$ cat config.mk
export PLATFORM = sky130hd
export DESIGN_NAME = run_controller
export DESIGN_NICKNAME = d
export VERILOG_FILES = /design/src/rtl/run_ctrl_pkg.sv /design/src/rtl/run_controller.sv
export SDC_FILE = /design/constraint.sdc
export NUM_CORES = 1
export LEC_CHECK = 0
export CAP_MARGIN = 20
export CORE_MARGIN = 3
export CORE_UTILIZATION = 62
export CTS_CLUSTER_DIAMETER = 30
export DETAILED_ROUTE_END_ITERATION = 10
export DONT_BUFFER_PORTS = 1
export GPL_TIMING_DRIVEN = 0
export PLACE_DENSITY = 0.78
export SETUP_SLACK_MARGIN = 0.15
export SLEW_MARGIN = 0
export SYNTH_ARGS = -nofsm -noshare
export SYNTH_HDL_FRONTEND = slang
export SYNTH_SLANG_ARGS = --single-unit
$ cat constraint.sdc
create_clock -name Clk -period 8.75 [get_ports Clk]
set_clock_uncertainty 0.05 [all_clocks]
set_input_delay 1.3125 -clock Clk [delete_from_list [all_inputs] [get_ports Clk]]
set_output_delay 1.3125 -clock Clk [all_outputs]
set_load 0.05 [all_outputs]
$ cat src/rtl/run_ctrl_pkg.sv
// run_ctrl_pkg: shared types and default constants for the run controller.
//   run_state_t      - launch/run sequencing states
//   DEF_CYCLE_W      - default width of the run-cycle counter and watchdog limit
//   DEF_INIT_CYCLES  - default number of cycles CoreInit is held before a run
//   DEF_TIMEOUT      - default watchdog limit in run cycles (0 disables it)
//   INIT_W           - width of the init counter (INIT_CYCLES is limited to 1..15)
package run_ctrl_pkg;

  typedef enum logic [2:0] {
    IDLE,
    ARM,
    INIT,
    RUN,
    DONE
  } run_state_t;

  localparam int unsigned DEF_CYCLE_W     = 32;
  localparam int unsigned DEF_INIT_CYCLES = 2;
  localparam int unsigned DEF_TIMEOUT     = 100000;
  localparam int unsigned INIT_W          = 4;

endpackage

$ cat src/rtl/run_controller.sv
// run_controller: DUT-side responder for the Start/Ack launch handshake.
// Waits for a Start request and its release, holds the core in init for
// INIT_CYCLES cycles, enables execution until Halt or the watchdog fires,
// then raises Ack and holds it until the next accepted Start.
//
// Ports:
//   Clk        in   system clock, rising-edge
//   Reset      in   asynchronous active-high reset
//   Start      in   launch request level (launch happens on its release)
//   Halt       in   core halt/done strobe, only honoured during RUN
//   CoreInit   out  forces the core PC to 0 and loads its start state
//   Run        out  execution enable (PC advance, RF/DM writes)
//   Ack        out  run finished; held until the next accepted Start
//   TimedOut   out  qualifies Ack: run ended by the watchdog, not Halt
//   CycleCount out  Run-high cycles in the current or last run (saturating)
//
// INIT_CYCLES must lie in 1..15 (the init counter is INIT_W bits wide).
module run_controller
  import run_ctrl_pkg::*;
#(
  parameter int unsigned CYCLE_W     = DEF_CYCLE_W,
  parameter int unsigned INIT_CYCLES = DEF_INIT_CYCLES,
  parameter int unsigned TIMEOUT     = DEF_TIMEOUT
) (
  input  logic               Clk,
  input  logic               Reset,
  input  logic               Start,
  input  logic               Halt,
  output logic               CoreInit,
  output logic               Run,
  output logic               Ack,
  output logic               TimedOut,
  output logic [CYCLE_W-1:0] CycleCount
);

  localparam logic [CYCLE_W-1:0] TIMEOUT_LIM = CYCLE_W'(TIMEOUT);
  localparam logic               WD_EN       = (TIMEOUT != 0);
  localparam logic [INIT_W-1:0]  INIT_LOAD   = INIT_W'(INIT_CYCLES - 1);

  run_state_t               state;
  logic [INIT_W-1:0]        init_cnt;
  logic [CYCLE_W-1:0]       cycle_inc;
  logic                     cycle_sat;
  logic                     timeout_hit;
  logic                     launch_accept;

  // Watchdog compares against the post-increment count, so a run of exactly
  // TIMEOUT cycles ends with CycleCount == TIMEOUT.
  always_comb begin
    cycle_inc     = CycleCount + CYCLE_W'(1);
    cycle_sat     = &CycleCount;
    timeout_hit   = WD_EN && (cycle_inc == TIMEOUT_LIM);
    launch_accept = Start && ((state == IDLE) || (state == DONE));
  end

  // Sequencing FSM; outputs are registered alongside the state they belong to.
  always_ff @(posedge Clk or posedge Reset) begin
    if (Reset) begin
      state    <= IDLE;
      init_cnt <= '0;
      CoreInit <= 1'b1;
      Run      <= 1'b0;
      Ack      <= 1'b0;
      TimedOut <= 1'b0;
    end else begin
      case (state)
        IDLE: begin
          if (Start) begin
            state    <= ARM;
            Ack      <= 1'b0;
            TimedOut <= 1'b0;
          end
        end

        // Launch on release of Start so a multi-cycle pulse starts one run.
        ARM: begin
          if (!Start) begin
            state    <= INIT;
            init_cnt <= INIT_LOAD;
          end
        end

        INIT: begin
          if (init_cnt == '0) begin
            state    <= RUN;
            CoreInit <= 1'b0;
            Run      <= 1'b1;
          end else begin
            init_cnt <= init_cnt - INIT_W'(1);
          end
        end

        // Halt takes priority over a same-cycle watchdog expiry.
        RUN: begin
          if (Halt) begin
            state    <= DONE;
            Run      <= 1'b0;
            Ack      <= 1'b1;
            TimedOut <= 1'b0;
          end else if (timeout_hit) begin
            state    <= DONE;
            Run      <= 1'b0;
            Ack      <= 1'b1;
            TimedOut <= 1'b1;
          end
        end

        DONE: begin
          if (Start) begin
            state    <= ARM;
            CoreInit <= 1'b1;
            Ack      <= 1'b0;
            TimedOut <= 1'b0;
          end
        end

        default: begin
          state    <= IDLE;
          init_cnt <= '0;
          CoreInit <= 1'b1;
          Run      <= 1'b0;
          Ack      <= 1'b0;
          TimedOut <= 1'b0;
        end
      endcase
    end
  end

  // Saturating run-cycle counter; cleared when a new launch is accepted.
  always_ff @(posedge Clk or posedge Reset) begin
    if (Reset) begin
      CycleCount <= '0;
    end else if (launch_accept) begin
      CycleCount <= '0;
    end else if ((state == RUN) && !cycle_sat) begin
      CycleCount <= cycle_inc;
    end
  end

endmodule
==> impl_metrics.py, run 1 <==
metrics = {
    "status": {
        "outcome": "finished clean",
    },
    "yosys": {
        "synthArstFlopShare_pct": 100.0,
        "synth_edf_count": 0,
        "yosysMostFrequentCell": "o21ai_0",
        "syn_area_per_cell_um2": 8.083,
        "ys_ff_latch": 43,
        "netlist_instances": 361,
        "synthTopCellsByArea": "dfrtp_1, o21ai_0, nand2_1, nor2_1, o31ai_1",
        "synth.cell_area_mm2": 0.002918,
        "synth_commonest_cells": "o21ai_0, dfrtp_1, nand2_1",
        "synth_warnings": 0,
        "yosysTopAreaCellShare_pct": 36.02,
        "synth_seq_area_share_pct": 36.92,
        "yosys.cell_types.count": 57,
        "synthFlopType": "dfrtp_1",
        "synth_area_leader_cell": "dfrtp_1",
        "syn-num-nets": 368,
    },
    "layout": {
        "fin_nets": 375,
        "antennaDiodeCount": 0,
        "area_delta_synth_final_pct": 5.661,
        "layout-drive-gt1-share_pct": 7.046,
        "fin_util_pct": 69.37,
    },
    "sta": {
        "holdWs_ns": 0.4923,
        "rsz0062_at_grt": "no",
        "min_period_ns": 4.054,
        "setup_ws_ns": 4.696,
        "hold_viol": 0,
        "timing.final.max_slew_violations": 0,
        "slew_headroom_pct": 35.53,
        "post-route-period-util_pct": 46.34,
        "tns_ns": 0,
        "setup_violations": 0,
        "maxClockFrequency_mhz": 246.6,
        "worst_slew_pin_slew_ns": 0.9670,
    },
    "critical_path": {
        "r2r-end": "CycleCount[28]$_DFFE_PP0P_",
        "cp.depth": 9,
        "cp-end-kind": "flip-flop",
        "worstRegToRegCells": 9,
        "start_kind": "flip-flop",
        "cp_max_fo": 10,
        "slowest_stage": "dfrtp_1",
        "r2r_slack_ns": 4.70,
        "critPathTopFamily": "compound AO/OA/AOI/OAI gates",
        "worst-path-buf-inv": 1,
        "timing.critical_path.cells": "ha_1 -> nand3_1 -> nor3_1 -> nand4_1 -> o21a_1 -> a21oi_1 -> clkbuf_1 -> o21ai_0 -> o31ai_1",
        "slowest_delay_ns": 0.77,
        "worstSetupPathType": "flip-flop to flip-flop",
        "r2r-start": "CycleCount[0]$_DFFE_PP0P_",
        "arrival_ns": 4.20,
        "cp.required_ns": 8.90,
    },
    "floorplanning": {
        "io_pins": 40,
        "start_util_pct": 65.65,
        "die_y_um": 74.60,
        "placementRows": 24,
        "core_area_mm2": 0.004444,
        "dieArea_mm2": 0.005565,
        "die_w_um": 74.60,
    },
    "clock_tree": {
        "cts_setup_buffers": 0,
        "worstSkewPairLatency_ns": 0.30,
        "clkTransAtPathRegs_ns": 0.09,
        "clockRootBuffer": "clkbuf_8",
        "cts_buffers": 5,
        "clockBufferDepth": 2,
        "cts_tree": "yes",
        "cts_sinks": 43,
        "ctsHoldBuffers": 0,
        "htreeDepth": 2,
        "cts_resized": 0,
    },
    "pwr": {
        "finalPower_w": 0.0007810,
        "p_leak_nw": 1.209,
        "powerDensity_mw_per_mm2": 253.3,
        "irDropWorstVdd_v": 0.0002083,
    },
    "job": {
        "drv_cap": 0,
    },
    "routing": {
        "drt-total-wl_mm": 7.823,
        "ant_nets": 0,
        "wl_per_cell_um": 18.58,
        "firstDrtPassIters": 6,
        "vias_per_cell": 6.893,
        "num_vias": 2902,
        "drt_iter0_drc": 374,
        "drc_errors": 0,
    },
    "global_route": {
        "grt_max_degree": 44,
        "grt_pass1_wl_mm": 12.56,
        "overflow": 0,
        "antenna_found_initial": 0,
        "track_usage_pct": 29.30,
        "grt_pass1_vias": 2617,
    },
    "min_path": {
        "hp-start": "init_cnt[0]$_DFFE_PP0P_",
        "min_path_type": "flip-flop to flip-flop",
        "min_path_cells": 2,
        "whs_endpoint": "init_cnt[0]$_DFFE_PP0P_",
    },
    "place": {
        "dp_hpwl_mm": 5.504,
        "gp_congestion": 0.9557,
        "pre_cts_slack_ns": 4.843,
        "portBuffers": 0,
    },
}
-- area by class of cell --
type,count,area [µm²]
buffer,25,107.6
clock buffer,8,100.1
fill,355,1361
inverter,10,37.54
multi-input combinational,283,1695
sequential,43,1077
tap,52,65.06
-- report_power, final --
group,switching [W],internal [W]
clock network,0.0000687,0.0000722
logic,0.000196,0.000100
registers,0.000110,0.000234
-- routing by layer --
metal	track usage (%)	up-vias	part of all wire [%]
met5	0	-	0
met3	6.081	21	8.3
met4	8.103	0	1.8
li1	-	1351	-
met1	39.56	1370	42
met2	47.71	160	48
-- metrics by stage --
step / cells / instance area (µm²)
after floorplan: 361 / 2918
after global placement: 413 / 2983
after detailed placement: 413 / 2983
after CTS: 421 / 3083
after global routing: 421 / 3083
final: 421 / 3083
-- worst register-to-register path, cell delays in order (launching register included) --
cell and delay, ns:
dfrtp_1 0.77, ha_1 0.37, nand3_1 0.32, nor3_1 0.36, nand4_1 0.25, o21a_1 0.27, a21oi_1 0.75, clkbuf_1 0.50
o21ai_0 0.19, o31ai_1 0.12
-- kinds of logic (layout without fill, tap and decap cells) --
family | count (synthesis) | after routing | share of synthesized area (%)
AND/OR/NAND/NOR | 151 | 151 | 27.44
flip-flops | 43 | 43 | 36.92
adder cells (fa/ha/maj) | 3 | 3 | 1.287
XOR/XNOR | 18 | 18 | 5.403
AO/OA/AOI/OAI | 111 | 111 | 23.97
buffers and inverters | 35 | 43 | 4.974
-- worst max-delay path by stage --
stage                              start                         end  slack [ns]
2_1_floorplan  CycleCount[0]$_DFFE_PP0P_        TimedOut$_DFFE_PP0P_        5.56
3_3_place_gp   CycleCount[0]$_DFFE_PP0P_  CycleCount[22]$_DFFE_PP0P_        4.86
3_5_place_dp   CycleCount[0]$_DFFE_PP0P_  CycleCount[28]$_DFFE_PP0P_        4.84
4_1_cts        CycleCount[0]$_DFFE_PP0P_  CycleCount[28]$_DFFE_PP0P_        4.84
5_1_grt        CycleCount[0]$_DFFE_PP0P_   CycleCount[6]$_DFFE_PP0P_        4.52
6_report       CycleCount[0]$_DFFE_PP0P_  CycleCount[28]$_DFFE_PP0P_        4.70
-- layout by cell type, fill, tap and decap left out, drive strengths merged, types with 2 or more instances in the layout --
master,count
o21ai,45
dfrtp,42
nand2,36
nor2,29
clkbuf,26
a21oi,19
nand3,19
o31ai,14
nand4,14
nor3,14
xnor2,10
inv,10
and3,9
xor2,8
nor4,7
buf,7
or3,6
and2,5
a31oi,3
a311oi,3
a211o,3
o22ai,3
o41ai,3
ha,3
nand2b,2
nor3b,2
and4,2
o211ai,2
or4,2
a22o,2
o311ai,2
a21o,2
-- flip-flops by register name, summed over array words and instances, names as in the netlist --
register and count:
state 3, init_cnt 4, CoreInit 1, Run 1
Ack 1, CycleCount 32, TimedOut 1
No activity file was read; power rests on OpenSTA's default activity.
==> run 2: changes to the inputs <==
--- a/config.mk
+++ b/config.mk
@@ -7,12 +7,12 @@
 export LEC_CHECK = 0
 export CAP_MARGIN = 20
 export CORE_MARGIN = 3
-export CORE_UTILIZATION = 62
+export CORE_UTILIZATION = 58
 export CTS_CLUSTER_DIAMETER = 30
 export DETAILED_ROUTE_END_ITERATION = 10
 export DONT_BUFFER_PORTS = 1
 export GPL_TIMING_DRIVEN = 0
-export PLACE_DENSITY = 0.78
+export PLACE_DENSITY = 0.76
 export SETUP_SLACK_MARGIN = 0.15
 export SLEW_MARGIN = 0
 export SYNTH_ARGS = -nofsm -noshare
==> constraint.sdc (replaced) <==
create_clock -name Clk -period 3.66 [get_ports Clk]
set_clock_uncertainty 0.05 [all_clocks]
set_input_delay 0.549 -clock Clk [delete_from_list [all_inputs] [get_ports Clk]]
set_output_delay 0.549 -clock Clk [all_outputs]
set_load 0.05 [all_outputs]
==> run 2 against run 1 <==
Effect of this change: sequential cell count unchanged; worst setup slack lost 4.4 ns; via count fell by 2.1%; largest cell class unchanged; largest power group unchanged; highest routed layer unchanged.
==> impl_metrics.py, run 2 (synthesized netlist as in run 1, its figures left out) <==
metrics = {
    "status": {
        "outcome": "finished clean",
    },
    "clock_tree": {
        "htreeDepth": 2,
        "clkTransAtPathRegs_ns": 0.09,
        "cts_buffers": 5,
        "clockBufferDepth": 2,
        "cts_sinks": 43,
        "worstSkewPairLatency_ns": 0.31,
        "clockRootBuffer": "clkbuf_8",
        "cts_setup_buffers": 0,
        "cts_tree": "yes",
    },
    "place": {
        "dp_hpwl_mm": 5.395,
        "portBuffers": 0,
        "dp_cells": 428,
        "gp_congestion": 0.9265,
    },
    "sta": {
        "maxClockFrequency_mhz": 301.6,
        "setup_violations": 0,
        "min_period_ns": 3.316,
        "slew_headroom_pct": 39.34,
        "rsz0062_at_grt": "no",
        "worst_slew_pin_slew_ns": 0.9086,
        "post-route-period-util_pct": 90.59,
        "timing.final.max_slew_violations": 0,
        "hold_viol": 0,
    },
    "pwr": {
        "powerDensity_mw_per_mm2": 628.4,
        "power.internal_w": 0.001082,
        "seqPwrFrac_pct": 41.4,
        "finalPower_w": 0.001988,
        "p_leak_nw": 1.232,
        "irDropWorstVdd_v": 0.0006538,
        "switching_share_pct": 45.55,
        "clkPwrFrac_pct": 22.8,
        "power_frac_comb_pct": 35.7,
        "switchingPower_w": 0.0009054,
    },
    "min_path": {
        "min_path_type": "primary input to async pin",
    },
    "floorplanning": {
        "die_y_um": 76.93,
        "core_area_mm2": 0.004786,
        "start_util_pct": 60.97,
        "die_w_um": 76.93,
        "dieArea_mm2": 0.005917,
        "placementRows": 25,
        "io_pins": 40,
    },
    "job": {
        "drv_cap": 0,
    },
    "routing": {
        "drt-total-wl_mm": 7.746,
        "drt_iter0_drc": 262,
        "ant_nets": 0,
        "wl_per_cell_um": 17.77,
        "vias_per_cell": 6.514,
        "num_vias": 2840,
        "firstDrtPassIters": 5,
        "drc_errors": 0,
    },
    "layout": {
        "fillers": 403,
        "seqCellArea_mm2": 0.001080,
        "reg_top3": "CycleCount x32, init_cnt x4, state x3",
        "area_delta_synth_final_pct": 8.405,
        "fin_cells": 436,
        "fin_nets": 375,
        "most-common-layout-cells": "o21ai_0, dfrtp_1, nand2_1",
        "final_common_cell": "o21ai_0",
        "layout-drive-gt1-share_pct": 9.485,
        "top_register": "CycleCount",
        "largest_reg_flops": 32,
        "antennaDiodeCount": 0,
        "multi_input_area_mm2": 0.001713,
    },
    "critical_path": {
        "slowest_stage": "dfrtp_1",
        "timing.critical_path.cells": "buf_2 -> and3_1 -> buf_2 -> nand4_1 -> or3_1 -> a21oi_1 -> or4b_4 -> o41a_1 -> o21ai_2",
        "worstSetupPathType": "flip-flop to flip-flop",
        "cp.required_ns": 3.84,
        "arrival_ns": 3.49,
        "cp-end-kind": "flip-flop",
        "cp_max_fo": 8,
        "crit_path_frequent_cell": "buf_2",
        "slowest_delay_ns": 0.64,
        "start_kind": "flip-flop",
        "worstRegToRegCells": 9,
    },
    "global_route": {
        "antenna_found_initial": 0,
        "grt_max_degree": 44,
        "overflow": 0,
        "track_usage_pct": 26.18,
        "grt_pass1_vias": 2572,
        "grt_pass1_wl_mm": 12.53,
    },
}
[run 2: cell count changes in the layout (fill, tap and decap cells not counted), moves of 2 or more]
cell       before  now
clkbuf_1       19   14
clkbuf_2        0    4
bufinv_16       0    2
clkbuf_8        7    5
dfrtp_1        42   40
dfrtp_2         0    2
[run 2: layout make-up]
type	count	area share (%)
Multi-Input combinational cell	283	54.15
Sequential cell	43	34.14
Buffer	25	3.560
Tap cell	67	2.650
Clock buffer	5	2.176
Clock inverter	3	2.136
Inverter	10	1.187
[run 2: per-layer routing]
layer | share of wire [%] | GRT usage [%] | up-vias
met5 | 0 | 0 | -
met4 | 2.0 | 8.696 | 0
met3 | 7.3 | 5.634 | 21
met2 | 45 | 41.03 | 132
met1 | 45 | 35.94 | 1331
li1 | - | - | 1356
[run 2: through the flow]
stage	utilization [%]	TNS, ns	hold WS [ns]	worst slack, ns	instance area, µm²
2_1_floorplan	-	0	0.4414	0.4668	2918
3_3_place_gp	62.72	-1.373	0.4713	-0.1615	3002
3_5_place_dp	62.72	-2.566	0.4735	-0.2152	3002
4_1_cts	65.73	0	0.2965	0.2166	3146
5_1_grt	66.09	0	0.3218	0.1663	3163
6_report	66.09	0	0.2641	0.3445	3163
[run 2: what timing repair did]
item                       4_1_cts  5_1_grt
hold buffers                     0        0
gates resized for setup          4       10
setup endpoints to repair       26       30
[run 2: final timing paths]
check                                          start                        end  slack, ns
hold reg to reg              init_cnt[0]$_DFFE_PP0P_    init_cnt[0]$_DFFE_PP0P_       0.49
min in group Clk                               Start       CoreInit$_DFFE_PP1P_       0.41
setup / recovery           CycleCount[3]$_DFFE_PP0P_       TimedOut$_DFFE_PP0P_       0.34
hold / removal                                 Reset  CycleCount[9]$_DFFE_PP0P_       0.26
setup reg to reg           CycleCount[3]$_DFFE_PP0P_       TimedOut$_DFFE_PP0P_       0.34
max in group asynchronous                      Reset  CycleCount[0]$_DFFE_PP0P_       2.68
[run 2: critical path, delay by kind of cell (launching register included)]
family                 cells  cell delay, ns
and+or+nand+nor            4            1.32
AOI/OAI and AO/OA          3            0.78
DFF                        1            0.64
buffers and inverters      2            0.46
[run 2: power by group through the flow]
stage,combinational [W],sequential [W],clock (W)
floorplan,0.000523,0.000805,0
detailed placement,0.000682,0.000830,0
CTS,0.000688,0.000824,0.000454
finish,0.000711,0.000823,0.000454
global route,0.000801,0.000837,0.000477
global placement,0.000663,0.000829,0
==> run 3: changes to the inputs <==
--- a/config.mk
+++ b/config.mk
@@ -5,6 +5,7 @@
 export SDC_FILE = /design/constraint.sdc
 export NUM_CORES = 1
 export LEC_CHECK = 0
+export ABC_AREA = 1
 export CAP_MARGIN = 20
 export CORE_MARGIN = 3
 export CORE_UTILIZATION = 58
==> run 3 against run 2 <==
Effect of this change: sequential power is 2.9% lower; maximum frequency is 15% higher; combinational power is 16% lower; power is 7.2% lower; global-route usage is 0.81 points lower; sequential share of layout area is 0.32 points higher; largest power group unchanged; highest routed layer unchanged.
==> impl_metrics.py, run 3 <==
metrics = {
    "yosys": {
        "synth_area_leader_cell": "dfrtp_1",
        "synth.cell_area_mm2": 0.002910,
        "synthArstFlopShare_pct": 100.0,
        "yosys.cell_types.count": 29,
        "yosysMostFrequentCell": "nand2_1",
        "synthFlopType": "dfrtp_1",
        "synthTopCellsByArea": "dfrtp_1, nand2_1, nor2_1, inv_1, nand3_1",
        "synth_warnings": 0,
        "syn_area_per_cell_um2": 6.752,
        "synth_commonest_cells": "nand2_1, nor2_1, inv_1",
        "netlist_instances": 431,
        "synth_edf_count": 0,
        "ys_ff_latch": 43,
        "syn-num-nets": 438,
        "synth_seq_area_share_pct": 37.02,
        "yosysTopAreaCellShare_pct": 36.11,
    },
    "routing": {
        "drt_iter0_drc": 225,
        "drc_errors": 0,
        "ant_nets": 0,
        "wl_per_cell_um": 14.18,
        "firstDrtPassIters": 5,
        "drt-total-wl_mm": 7.177,
        "num_vias": 2821,
        "vias_per_cell": 5.575,
    },
    "layout": {
        "largest_reg_flops": 32,
        "fin_cells": 506,
        "layout-drive-gt1-share_pct": 8.656,
        "most-common-layout-cells": "nand2_1, nor2_1, inv_1",
        "fin_nets": 445,
        "area_delta_synth_final_pct": 7.438,
        "fin_util_pct": 65.33,
        "final_common_cell": "nand2_1",
        "final_area_mm2": 0.003127,
        "reg_top3": "CycleCount x32, init_cnt x4, state x3",
        "top_register": "CycleCount",
        "antennaDiodeCount": 0,
    },
    "global_route": {
        "grt.met2_usage_pct": 40.16,
        "top_usage_layer": "met2",
        "overflow": 0,
        "use_met3_pct": 7.160,
        "use_met1_pct": 32.70,
        "grt_pass1_vias": 2527,
        "grt_max_degree": 44,
        "antenna_found_initial": 0,
        "track_usage_pct": 25.36,
        "grt_pass1_wl_mm": 11.96,
    },
    "critical_path": {
        "timing.critical_path.cells": "ha_1 -> nand2_2 -> nor2_8 -> nand2_8 -> nor2_8 -> nand4_1 -> nand2_1 -> nand2_2 -> clkbuf_1 -> o21ai_0",
        "worstRegToRegCells": 10,
        "slowest_delay_ns": 0.75,
        "arrival_ns": 3.06,
        "r2r-end": "CycleCount[3]$_DFFE_PP0P_",
        "cp-end-kind": "flip-flop",
        "r2r-start": "CycleCount[0]$_DFFE_PP0P_",
        "r2r_slack_ns": 0.78,
        "cp-startpoint": "CycleCount[0]$_DFFE_PP0P_",
        "critPathCapture": "CycleCount[3]$_DFFE_PP0P_",
        "start_kind": "flip-flop",
        "worstSetupPathType": "flip-flop to flip-flop",
        "cp.required_ns": 3.84,
        "slowest_stage": "dfrtp_1",
        "cp_max_fo": 10,
    },
    "clock_tree": {
        "cts_tree": "yes",
        "clkTransAtPathRegs_ns": 0.08,
        "htreeDepth": 2,
        "cts_sinks": 43,
        "worstSkewPairLatency_ns": 0.31,
        "ctsHoldBuffers": 0,
        "clockBufferDepth": 2,
        "cts_setup_buffers": 0,
        "cts_resized": 0,
        "cts_buffers": 5,
        "clockRootBuffer": "clkbuf_8",
    },
    "floorplanning": {
        "start_util_pct": 60.81,
        "io_pins": 40,
        "die_w_um": 76.84,
        "core_area_mm2": 0.004786,
        "placementRows": 25,
        "dieArea_mm2": 0.005904,
        "die_y_um": 76.84,
    },
    "place": {
        "portBuffers": 0,
        "dp_cells": 498,
        "dp_hpwl_mm": 5.452,
        "gp_congestion": 0.9251,
        "placed_area_mm2": 0.002994,
    },
    "pwr": {
        "irDropWorstVdd_v": 0.0005217,
        "powerDensity_mw_per_mm2": 589.8,
        "p_leak_nw": 1.429,
    },
    "sta": {
        "holdWs_ns": 0.2516,
        "setup_violations": 0,
        "rsz0062_at_grt": "no",
        "timing.final.max_slew_violations": 0,
        "maxClockFrequency_mhz": 347.1,
        "post-route-period-util_pct": 78.72,
        "worst_slew_pin_slew_ns": 0.8862,
        "min_period_ns": 2.881,
        "tns_ns": 0,
        "hold_viol": 0,
        "slew_headroom_pct": 40.84,
    },
    "job": {
        "drv_cap": 0,
    },
    "min_path": {
        "min_path_type": "primary input to async pin",
    },
    "status": {
        "outcome": "finished clean",
    },
}
-- run 3: cell count changes in the layout (fill, tap and decap cells not counted), sizes merged, moves of 6 or more --
cell	delta
o21ai	-19
nor2	+38
and3	-9
nand2	+129
o31ai	-12
a21oi	-15
nor3	-9
nand4	-9
or3	-6
nand3	+12
xnor2	-8
nor4	-7
clkbuf	-14
inv	+45
-- run 3: final cells by class --
cell class / count / area (µm²)
clock buffer: 6 / 72.57
multi-input combinational: 328 / 1605
tap: 67 / 83.83
fill: 448 / 1659
buffer: 5 / 21.27
sequential: 43 / 1077
inverter: 55 / 206.4
clock inverter: 2 / 60.06
-- run 3: worst min-delay path by stage --
stage          slack [ns]                        end                     from
3_5_place_dp         0.46    init_cnt[1]$_DFFE_PP0P_  init_cnt[1]$_DFFE_PP0P_
3_3_place_gp         0.46    init_cnt[1]$_DFFE_PP0P_  init_cnt[1]$_DFFE_PP0P_
2_1_floorplan        0.43    init_cnt[1]$_DFFE_PP0P_  init_cnt[1]$_DFFE_PP0P_
4_1_cts              0.29       state[1]$_DFFE_PP0P_                    Reset
5_1_grt              0.33  CycleCount[0]$_DFFE_PP0P_                    Reset
6_report             0.25            Ack$_DFFE_PP0P_                    Reset
-- run 3: kinds of logic (layout without fill, tap and decap cells) --
family,count (synthesis),after routing,share of synthesized area (%)
fa+ha+maj,3,3,1.290
flops,43,43,37.02
buf+inv,60,68,7.825
xor+xnor,9,9,2.709
compound gates,42,42,7.911
simple gates,274,274,43.25
-- run 3: stage by stage --
step	worst slack, ns	total power [W]
2_1_floorplan	1.203	0.001239
3_3_place_gp	0.8653	0.001376
3_5_place_dp	0.8151	0.001397
4_1_cts	0.8053	0.001841
6_report	0.7790	0.001844
5_1_grt	0.6270	0.001956
-- run 3: critical path: cells and delay by family, from the launching register on --
| family | cells | cell delay (ns) |
|---|---|---|
| and+or+nand+nor | 7 | 1.08 |
| DFF | 1 | 0.75 |
| buffers and inverters | 1 | 0.35 |
| adders and majority gates | 1 | 0.30 |
| AOI/OAI and AO/OA | 1 | 0.25 |
-- run 3: power by group --
group	switching (W)	leakage (nW)	internal, W
clock network	0.000175	0.0654	0.000273
registers	0.000243	0.584	0.000556
logic	0.000417	0.780	0.000180
total	0.000836	1.43	0.00101
-- run 3: per-layer routing --
| layer | share of wire, % | vias up |
|---|---|---|
| met4 | 2.2 | 0 |
| met1 | 42 | 1311 |
| li1 | - | 1371 |
| met5 | 0 | - |
| met3 | 9.0 | 15 |
| met2 | 47 | 124 |
